**config.mk**
```make
export PLATFORM = sky130hd
export DESIGN_NAME = twiddle_seq
export DESIGN_NICKNAME = d
export VERILOG_FILES = /design/src/rtl/twiddle_pkg.sv /design/src/rtl/twiddle_addr_gen.sv /design/src/rtl/twiddle_seq.sv
export SDC_FILE = /design/constraint.sdc
export NUM_CORES = 1
export LEC_CHECK = 0
export CORE_MARGIN = 2
export CORE_UTILIZATION = 36
export CTS_BUF_LIST = sky130_fd_sc_hd__clkbuf_4 sky130_fd_sc_hd__clkbuf_8 sky130_fd_sc_hd__clkbuf_16
export CTS_CLUSTER_DIAMETER = 200
export DETAILED_ROUTE_END_ITERATION = 16
export HOLD_SLACK_MARGIN = 0.1
export PLACE_DENSITY = 0.79
export SLEW_MARGIN = 20
export SYNTH_ARGS = -nofsm -noshare
export SYNTH_HDL_FRONTEND = slang
export SYNTH_SLANG_ARGS = --single-unit
```
**constraint.sdc**
```tcl
create_clock -name clk -period 3.65 [get_ports clk]
set_clock_uncertainty 0.1 [all_clocks]
set_input_delay 0.5475 -clock clk [delete_from_list [all_inputs] [get_ports clk]]
set_output_delay 0.5475 -clock clk [all_outputs]
set_load 0.005 [all_outputs]
```
**src/rtl/twiddle_pkg.sv**
```systemverilog
// Shared types and constants for the twiddle-factor sequencer.
package twiddle_pkg;

    // Largest FFT size exponent the sequencer accepts.
    localparam int LOG2N_MAX = 9;

    // Width of the stage counter, the log2n input and the tw_stage output.
    localparam int STAGE_W = 4;

    // Sequencer control states.
    typedef enum logic [1:0] {
        IDLE  = 2'd0,
        RUN   = 2'd1,
        DRAIN = 2'd2
    } state_t;

endpackage

```
**src/rtl/twiddle_addr_gen.sv**
```systemverilog
// Twiddle index generator: k = (j & (2^s - 1)) << (log2n - 1 - s).
module twiddle_addr_gen
    import twiddle_pkg::*;
#(
    parameter int JW = 9,
    parameter int AW = 9
) (
    input  logic [STAGE_W-1:0] s,
    input  logic [JW-1:0]      j,
    input  logic [STAGE_W-1:0] log2n,
    output logic [AW-1:0]      k
);

    localparam int XW = (AW > JW) ? AW : JW;

    logic [JW-1:0]      mask;
    logic [JW-1:0]      masked;
    logic [STAGE_W-1:0] shift;
    logic [XW-1:0]      shifted;

    // Low s bits of j select the position within the current stage's group.
    genvar gi;
    generate
        for (gi = 0; gi < JW; gi++) begin : g_mask
            assign mask[gi] = (gi < int'(s));
        end
    endgenerate

    assign masked  = j & mask;
    // Outside RUN this can wrap to a large shift, which simply yields k = 0.
    assign shift   = log2n - STAGE_W'(1) - s;
    assign shifted = XW'(masked) << shift;
    assign k       = AW'(shifted);

endmodule

```
**src/rtl/twiddle_seq.sv**
```systemverilog
// Twiddle-factor sequencer: streams RAM twiddles in FFT stage order and
// multiplexes a loader write port onto the same external RAM while idle.
module twiddle_seq #(
    parameter int WIDTH     = 32,
    parameter int DEPTH     = 360,
    parameter int LOG2N_MAX = twiddle_pkg::LOG2N_MAX
) (
    input  logic                     clk,
    input  logic                     rst_n,
    input  logic                     start,
    input  logic [3:0]               log2n,
    output logic                     busy,
    output logic                     done,
    output logic                     err,
    input  logic                     ld_we,
    input  logic [$clog2(DEPTH)-1:0] ld_addr,
    input  logic [WIDTH-1:0]         ld_re,
    input  logic [WIDTH-1:0]         ld_im,
    output logic                     ld_ready,
    output logic                     ram_we,
    output logic [$clog2(DEPTH)-1:0] ram_addr,
    output logic [WIDTH-1:0]         ram_din_re,
    output logic [WIDTH-1:0]         ram_din_im,
    input  logic [WIDTH-1:0]         ram_dout_re,
    input  logic [WIDTH-1:0]         ram_dout_im,
    output logic                     tw_valid,
    input  logic                     tw_ready,
    output logic [WIDTH-1:0]         tw_re,
    output logic [WIDTH-1:0]         tw_im,
    output logic [$clog2(DEPTH)-1:0] tw_k,
    output logic [3:0]               tw_stage,
    output logic                     tw_last
);
    import twiddle_pkg::*;

    localparam int AW = $clog2(DEPTH);
    localparam int JW = LOG2N_MAX;
    localparam logic [STAGE_W-1:0] L2_MAX  = STAGE_W'(LOG2N_MAX);
    localparam logic [AW:0]        DEPTH_L = (AW + 1)'(DEPTH);

    state_t              state_reg, state_next;
    logic [STAGE_W-1:0]  log2n_reg;
    logic [STAGE_W-1:0]  s_reg;
    logic [JW-1:0]       j_reg;
    logic                tw_valid_reg, tw_last_reg;
    logic [WIDTH-1:0]    tw_re_reg, tw_im_reg;
    logic [AW-1:0]       tw_k_reg;
    logic [STAGE_W-1:0]  tw_stage_reg;
    logic                done_reg, err_reg;

    logic                start_ok, load, accept, j_wrap, last_item, ld_ok;
    logic [JW-1:0]       j_max;
    logic [AW-1:0]       k;

    twiddle_addr_gen #(.JW(JW), .AW(AW)) u_addr_gen (
        .s     (s_reg),
        .j     (j_reg),
        .log2n (log2n_reg),
        .k     (k)
    );

    assign start_ok  = start && (log2n != '0) && (log2n <= L2_MAX);
    assign load      = (state_reg == RUN) && (!tw_valid_reg || tw_ready);
    assign accept    = tw_valid_reg && tw_ready;
    assign j_max     = (JW'(1) << (log2n_reg - STAGE_W'(1))) - JW'(1);
    assign j_wrap    = (j_reg == j_max);
    assign last_item = (s_reg == log2n_reg - STAGE_W'(1)) && j_wrap;
    assign ld_ok     = ld_we && (state_reg == IDLE) && ({1'b0, ld_addr} < DEPTH_L);

    // State register.
    always_ff @(posedge clk) begin
        if (!rst_n) state_reg <= IDLE;
        else        state_reg <= state_next;
    end

    // Next-state logic: accept a valid start, finish on the last load, leave DRAIN on its acceptance.
    always_comb begin
        state_next = state_reg;
        case (state_reg)
            IDLE:    if (start_ok) state_next = RUN;
            RUN:     if (load && last_item) state_next = DRAIN;
            DRAIN:   if (accept && tw_last_reg) state_next = IDLE;
            default: state_next = IDLE;
        endcase
    end

    // Outputs decoded from state: status flags and the RAM port mux (loader write vs. twiddle read).
    always_comb begin
        busy       = (state_reg == RUN) || (state_reg == DRAIN);
        ld_ready   = (state_reg == IDLE);
        ram_we     = rst_n && ld_ok;
        ram_addr   = ram_we ? ld_addr : k;
        ram_din_re = ld_re;
        ram_din_im = ld_im;
    end

    // Counters, output register and one-cycle status pulses.
    always_ff @(posedge clk) begin
        if (!rst_n) begin
            log2n_reg    <= '0;
            s_reg        <= '0;
            j_reg        <= '0;
            tw_valid_reg <= 1'b0;
            tw_last_reg  <= 1'b0;
            tw_re_reg    <= '0;
            tw_im_reg    <= '0;
            tw_k_reg     <= '0;
            tw_stage_reg <= '0;
            done_reg     <= 1'b0;
            err_reg      <= 1'b0;
        end else begin
            done_reg <= (state_reg == DRAIN) && accept && tw_last_reg;
            err_reg  <= (state_reg == IDLE) && start && !start_ok;

            if ((state_reg == IDLE) && start_ok) begin
                log2n_reg <= log2n;
                s_reg     <= '0;
                j_reg     <= '0;
            end else if (load) begin
                if (j_wrap) begin
                    j_reg <= '0;
                    s_reg <= s_reg + STAGE_W'(1);
                end else begin
                    j_reg <= j_reg + JW'(1);
                end
            end

            if (load) begin
                tw_valid_reg <= 1'b1;
                tw_re_reg    <= ram_dout_re;
                tw_im_reg    <= ram_dout_im;
                tw_k_reg     <= k;
                tw_stage_reg <= s_reg;
                tw_last_reg  <= last_item;
            end else if (accept) begin
                tw_valid_reg <= 1'b0;
            end
        end
    end

    assign done     = done_reg;
    assign err      = err_reg;
    assign tw_valid = tw_valid_reg;
    assign tw_last  = tw_last_reg;
    assign tw_re    = tw_re_reg;
    assign tw_im    = tw_im_reg;
    assign tw_k     = tw_k_reg;
    assign tw_stage = tw_stage_reg;

endmodule

```
Word-level counts from Yosys, hierarchy flattened
Cells that the tools add are included.

Register bits after elaboration: 100. Logic and storage cells: 72. Memory bits (writable): 0. Output and inout bits: 157. Memory bits (read-only): 0. Memories: 0. Input port bits: 146. Latch bits: 0.

Bitwise logic cells: 2. Equality and inequality tests: 7. Divide/modulo/power cells: 0. Muxes and demuxes: 8. Reduce and logical (&&, ||, !) cells: 25. Multipliers: 0. Shift-type cells: 2. Add/subtract/negate cells: 5. Magnitude comparators: 11.

Operators by type and width (number): $mux 9 (2); $lt 3x4->1 const A (4); $logic_and 1x1->1 (15); $add 9x1->9 const B (1); $and 9x9->9 (1); $eq 9x9->1 (1); $lt 9x9->1 const B (1); $shl 1x4->9 const A (1); $shl 9x4->9 (1); $sub 9x2->9 const B (1); $lt 1x4->1 const A (2); $lt 2x4->1 const A (2); $mux 2 (3); $pmux 2 s3 (1); $add 4x1->4 const B (1); $eq 4x4->1 (1); $le 4x4->1 const B (1); $lt 4x4->1 const A (1); $ne 2x2->1 const B (2); $reduce_bool 4->1 (1); $sub 4x1->4 const B (1); $sub 4x4->4 (1); $reduce_and 3->1 (1); $eq 2x1->1 const B (1); other kinds (10) (13).

Depth between registers and ports, before layout
Gate-level depths: netlist of the first run.

Depth in word-level cells: 8. Gate-level depth with buffers: 16. Mapped depth without buffers: 14.

Hierarchy
From an unflattened synthesis of the first run, not the netlist that was laid out.

Cell total of the unflattened synthesis: 743. Area total of the unflattened synthesis: 5874.4 um2.

Modules (own cells, without submodules): twiddle_seq (cells each 657, seq. area each 2001.9 um2, area each 5255.0 um2, times used 1); twiddle_addr_gen (cells each 86, seq. area each 0.0 um2, area each 619.3 um2, times used 1).

Worst setup path before layout of the first run
No wires, ideal clock.

Path type: register -> register. From: register log2n_reg[0]. To: register j_reg[0]. Required time: 3435 ps. Path slack: -46 ps. Period minus slack after synthesis: 3696 ps. Cell stages (with the launch flop): 15. Arrival time: 3481 ps. Path buffers: 2. Setup time: 115 ps. Cell sequence: dfxtp_1 inv_1 ha_1 buf_4 o41ai_1 nand2_1 ha_1 a21boi_0 or4_1 nand4_1 o2111ai_1 nor4_4 or2_1 buf_4 nor2_1.

Word-level cells in the longest chain between the ends: 5.

Ends and longest elaborated chain: start, declared (line twiddle_seq.sv:42) `logic [STAGE_W-1:0] log2n_reg;`; start signal, assigned (line twiddle_seq.sv:116) `log2n_reg <= log2n;`; $sub 4x1->4 (line twiddle_seq.sv:65) `assign j_max = (JW'(1) << (log2n_reg - STAGE_W'(1))) - JW'(1);`; $shl 1x4->9 (line twiddle_seq.sv:65); $sub 9x2->9 (line twiddle_seq.sv:65); $eq 9x9->1 (line twiddle_seq.sv:66) `assign j_wrap = (j_reg == j_max);`; $mux 9 (line twiddle_seq.sv:120) `if (j_wrap) begin`; end signal, assigned (line twiddle_seq.sv:124) `j_reg <= j_reg + JW'(1);`; end, declared (line twiddle_seq.sv:44) `logic [JW-1:0] j_reg;`.

No other way between the ends. A chain may end at the register's enable or synchronous reset.

Worst setup path in the final report of the first run
From: register log2n_reg[0]. To: output port ram_addr[7].

Word-level cells in the longest chain between the ends: 4.

Ends and longest elaborated chain: $sub 4x1->4 (line twiddle_addr_gen.sv:31) `assign shift = log2n - STAGE_W'(1) - s;`; $sub 4x4->4 (line twiddle_addr_gen.sv:31); $shl 9x4->9 (line twiddle_addr_gen.sv:32) `assign shifted = XW'(masked) << shift;`; $mux 9 (line twiddle_seq.sv:92) `ram_addr = ram_we ? ld_addr : k;`; end, declared (line twiddle_seq.sv:21) `output logic [$clog2(DEPTH)-1:0] ram_addr,`.

No other way between the ends.

==> flow_summary.ini, run 1 <==
[run_status]
status = completed

[floorplanning]
top_level_ports = 303
initial_utilization_pct = 36.4
die_area_um2 = 16200
die_height_um = 127
coreArea_um2 = 15000
rows = 45
die_w_um = 127

[layout]
fin_util_pct = 50.4
drive_gt1_share_pct = 10.8
final_cells = 1029
n_antenna_cell = 0
syn2layout_area_growth_pct = 38.3
final.fill_count = 1354
fin_nets = 998

[grt]
grt_usage_pct = 19.4
overflow = 0
grt_max_degree = 78
grt_pass1_vias = 5074
antenna_found_initial = 0
grt_pass1_wl_um = 25300

[timing]
setup_ws_ns = 0.0438
fin_crit_ns = 3.61
fmax_ghz = 0.277
slew_viol_final = 0
setup_violations = 0
tns_ns = 0
finalHoldViolCount = 0
relSlewSlack_pct = 46.9
timing.final.crit_share_pct = 98.8
worstMarginPinSlew_ns = 0.795

[place]
port_buffers = 174
routabilityCongestion = 0.940
dp_hpwl_um = 11600
place_ws_ns = 0.117
dpl.cell_count = 1004

[flow_run]
drv_cap = 0

[synthesis]
synth_flop_cell = dfxtp_1
synth-async-reset-ratio_pct = 0
synth_top_area_share_pct = 36.5
yosysUniqueCellTypes = 60
synth_area_leaders = dfxtp_1 37%, nand2_1 12%, buf_4 9.0%
postSynthAreaPerCell_um2 = 7.59
synth-edff-count = 0
yosysTopAreaCell = dfxtp_1
yosysMostFrequentCell = nand2_1
ys_warn_count = 0
ys_seq_elements = 100
netlist_area_um2 = 5480
synth_cells = 722
ys_seq_area_share_pct = 36.5
synth_common_cells = 177 x nand2_1, 100 x dfxtp_1, 87 x a21oi_1
syn_nets = 884

[routing]
via_count = 5371
wirelength_um = 16400
drc = 0
dr.pass1.iters = 5
wl_per_cell_um = 16.0
ant_nets = 0
viasPerCell = 5.22
first_iter_violations = 288

[worst_setup_path]
cp_common_cell = mux2_2
cp_top_family = adder cells
crit_slowest_cell = fa_2
critical_path.endpoint_type = output port
path_buf_inv = 3
startpoint_type = flip-flop
critPathKind = reg -> out
cp_max_fo = 8
crit_chain = buf_6 > ha_2 > fa_2 > buf_4 > mux2_2 > nand2_1 > a21oi_1 > mux2_2 > clkdlybuf4s50_1
cpPeakStageDelay_ns = 0.61
critPathArrivalTime_ns = 2.96
required_ns = 3.00

[clock_tree]
cts_max_level = 3
cts_tree = built
numCtsBuffers = 9
insertion_delay_ns = 0.36
root_buffer = clkbuf_16
clock_tree.buffer_depth = 2
clock_sinks = 100
clk_pin_slew_ns = 0.07
holdBufCountCts = 0

[pwr]
leakagePower_nw = 2.80
total_power_mw = 3.02
p_per_area_nw_per_um2 = 398
ir_drop_mv = 0.252

[worst_hold_path]
worstHoldPathType = reg -> reg
==> through the flow <==
stage                     instance area [µm²]  hold WS [ns]
final                                    7580         0.354
after global placement                   7020         0.341
after global routing                     7580         0.369
after CTS                                7410         0.357
after floorplan                          5490         0.353
after detailed placement                 7020         0.346
==> cells in the final DEF (no fill, tap or decap), drive strengths merged, types with 15 or more instances in the layout <==
cell | synthesis | layout
a21oi | 87 | 87
buf | 69 | 37
clkdlybuf4s50 | 0 | 167
dfxtp | 100 | 100
ha | 15 | 15
inv | 20 | 23
nand2 | 177 | 177
nand3 | 16 | 16
nor2 | 40 | 40
o21ai | 18 | 18
==> where the power goes <==
part	switching, mW	leakage [nW]	internal (mW)
Clock	0.477	0.146	0.501
Sequential	0.0377	0.813	1.16
Combinational	0.416	1.84	0.425
==> final timing paths <==
check	from	to	slack [ns]	cells past startpoint
hold reg to reg	tw_re[21]	tw_re[21]	0.35	2
setup reg to reg	log2n_reg[0]	state_reg[1]	0.07	13
hold / removal	tw_re[21]	tw_re[21]	0.35	2
setup / recovery	log2n_reg[0]	ram_addr[7]	0.04	9
==> repair_timing <==
item | CTS | global route
pin swaps | 5 | 9
setup buffers | 1 | 8
gates resized for setup | 17 | 25
setup endpoints to repair | 9 | 20
==> worst min-delay path: cells and delay by family (launching register included) <==
kind	cells	cell delay, ns
flip-flops	1	0.31
AND/OR/NAND/NOR	1	0.05
AO/OA/AOI/OAI	1	0.05
==> cell type report <==
class                      instances  area [µm²]  share of cell area (%)
timing repair buffer             211        2040                    27.0
sequential                       100        2000                    26.5
multi-input combinational        494        2920                    38.5
inverter                          20        75.1                   0.991
tap                              188         235                    3.10
clock buffer                      10         239                    3.15
clock inverter                     6        63.8                   0.842
==> cells by family (layout without fill, tap and decap cells) <==
| group | count (synthesis) | after routing | share of synthesized area, % |
|---|---|---|---|
| buf+inv | 128 | 247 | 13.6 |
| flops | 100 | 100 | 36.5 |
| fa+ha+maj | 16 | 16 | 3.79 |
| xor+xnor | 21 | 21 | 3.36 |
| simple gates | 289 | 289 | 23.2 |
| mux | 13 | 13 | 2.54 |
| compound gates | 155 | 155 | 17.0 |
==> routing by layer <==
layer  track usage [%]  wire [µm]  vias up
met2              31.4       7810      224
met4              10.2        661        0
met5                 0          0        -
met3              6.70       1410       61
met1              22.6       6550     2494
li1                  -          -     2592
Note: power is estimated with default switching activity, not from simulation.
==> run 2, diff against run 1 <==
--- a/config.mk
+++ b/config.mk
@@ -5,13 +5,14 @@
 export SDC_FILE = /design/constraint.sdc
 export NUM_CORES = 1
 export LEC_CHECK = 0
-export CORE_MARGIN = 2
-export CORE_UTILIZATION = 36
+export CAP_MARGIN = 10
+export CORE_AREA = 2 2 117 119
 export CTS_BUF_LIST = sky130_fd_sc_hd__clkbuf_4 sky130_fd_sc_hd__clkbuf_8 sky130_fd_sc_hd__clkbuf_16
 export CTS_CLUSTER_DIAMETER = 200
 export DETAILED_ROUTE_END_ITERATION = 16
+export DIE_AREA = 0 0 119 121
+export DONT_BUFFER_PORTS = 1
 export HOLD_SLACK_MARGIN = 0.1
-export PLACE_DENSITY = 0.79
 export SLEW_MARGIN = 20
 export SYNTH_ARGS = -nofsm -noshare
 export SYNTH_HDL_FRONTEND = slang
==> flow_summary.ini, run 2 (synthesized netlist as in run 1, its figures left out) <==
[timing]
worst_hold_slack_ns = 0.212
slew_viol_final = 0
timing.final.crit_share_pct = 97.3
worstMarginPinSlew_ns = 0.838
rsz0062_at_grt = yes
fin_crit_ns = 3.55
relSlewSlack_pct = 44.0
finalHoldViolCount = 0
fmax_ghz = 0.281
setup_violations = 0

[floorplanning]
coreArea_um2 = 13100
die_height_um = 121
rows = 42
die_w_um = 119
top_level_ports = 303
initial_utilization_pct = 41.9
die_area_um2 = 14400

[clock_tree]
insertion_delay_ns = 0.35
holdBufCountCts = 0
root_buffer = clkbuf_16
cts_tree = built
clk_pin_slew_ns = 0.07
numCtsBuffers = 9
clock_sinks = 100
cts_max_level = 3
clock_tree.buffer_depth = 2

[routing]
wirelength_um = 14600
wl_per_cell_um = 17.7
first_iter_violations = 288
ant_nets = 0
topRoutingLayerUsed = met4
routed-wl-met3_um = 1390
wl_met2_um = 6810
via_count = 4597
drt-met1-wl_um = 5690
viasPerCell = 5.59
dr.pass1.iters = 5
drc = 0

[worst_setup_path]
crit_slowest_cell = xnor2_1
critPathArrivalTime_ns = 2.91
critPathKind = reg -> out
cp_max_fo = 5
required_ns = 3.00
startpoint_type = flip-flop
critical_path.endpoint_type = output port
cp_common_cell = inv_1
crit_chain = inv_1 > ha_2 > xnor2_2 > inv_1 > ha_1 > xnor2_1 > nor2_1 > or3_1 > o21ai_0
cpPeakStageDelay_ns = 0.42

[place]
routabilityCongestion = 0.881
dpl.cell_count = 804
dp_hpwl_um = 10700
port_buffers = 0

[pwr]
ir_drop_mv = 0.336
leakagePower_nw = 1.96
p_per_area_nw_per_um2 = 490

[layout]
final_cells = 823
fin_util_pct = 42.5
fin_nets = 804
layout_commonest_cell = nand2_1
drive_gt1_share_pct = 8.96
n_antenna_cell = 0
syn2layout_area_growth_pct = 1.51
most-common-layout-cells = 176 x nand2_1, 100 x dfxtp_1, 87 x a21oi_1

[grt]
grt_pass1_wl_um = 22500
overflow = 0
grt_pass1_vias = 4296
grt_usage_pct = 19.7
grt_max_degree = 67
antenna_found_initial = 0

[flow_run]
drv_cap = 0

[worst_hold_path]
worstHoldPathType = in -> reg

[run_status]
status = completed
[run 2: worst paths after layout]
kind / slack, ns / startpoint / end / cells past startpoint
max: 0.1 / log2n_reg[0] / ram_addr[6] / 9
min: 0.21 / rst_n / done / 2
min reg2reg: 0.38 / tw_im[9] / tw_im[9] / 2
max reg2reg: 0.20 / log2n_reg[0] / s_reg[1] / 15
[run 2: per-stage QoR]
stage               worst slack, ns  setup TNS (ns)  power, mW  area, µm²
floorplan                     0.132               0       1.66       5490
global placement              0.123               0       1.71       5150
detailed placement           0.0322               0       1.72       5150
CTS                          0.0204               0       2.74       5470
global route                -0.0770          -0.151       2.87       5560
finish                       0.0972               0       2.73       5560
[run 2: layout make-up]
class | count | area (µm²)
tap | 176 | 220
clock buffer | 10 | 233
inverter | 20 | 75.1
clock inverter | 6 | 82.6
sequential | 100 | 2000
timing repair buffer | 17 | 128
multi-input combinational | 494 | 2820
fill | 1313 | 7520
[run 2: power by group]
group | internal, mW | total (mW) | switching [mW] | leakage (nW)
clock network | 0.555 | 1.01 | 0.452 | 0.152
registers | 1.16 | 1.22 | 0.0626 | 0.812
logic | 0.170 | 0.495 | 0.324 | 1.00
[run 2: critical path: cells and delay by family (launching register included)]
kind                       cells  cell delay [ns]
adders and majority gates      2             0.60
buffers and inverters          2             0.21
xor gates and xnor gates       2             0.67
DFF                            1             0.33
AOI/OAI and AO/OA              1             0.30
and+or+nand+nor                2             0.45
[run 2: routing by layer]
metal,vias up,GRT usage [%]
li1,2203,-
met1,2128,23.4
met2,211,30.9
met3,55,6.63
met4,0,11.8
met5,-,0
[run 2: timing repair]
| action | 4_1_cts | 5_1_grt |
|---|---|---|
| resized for setup | 2 | 12 |
| endpoints found under the hold margin | 0 | 0 |
| pin swaps | 0 | 4 |
| gates cloned | 0 | 0 |
| endpoints found under the setup margin | 3 | 24 |
| buffers inserted | 0 | 3 |
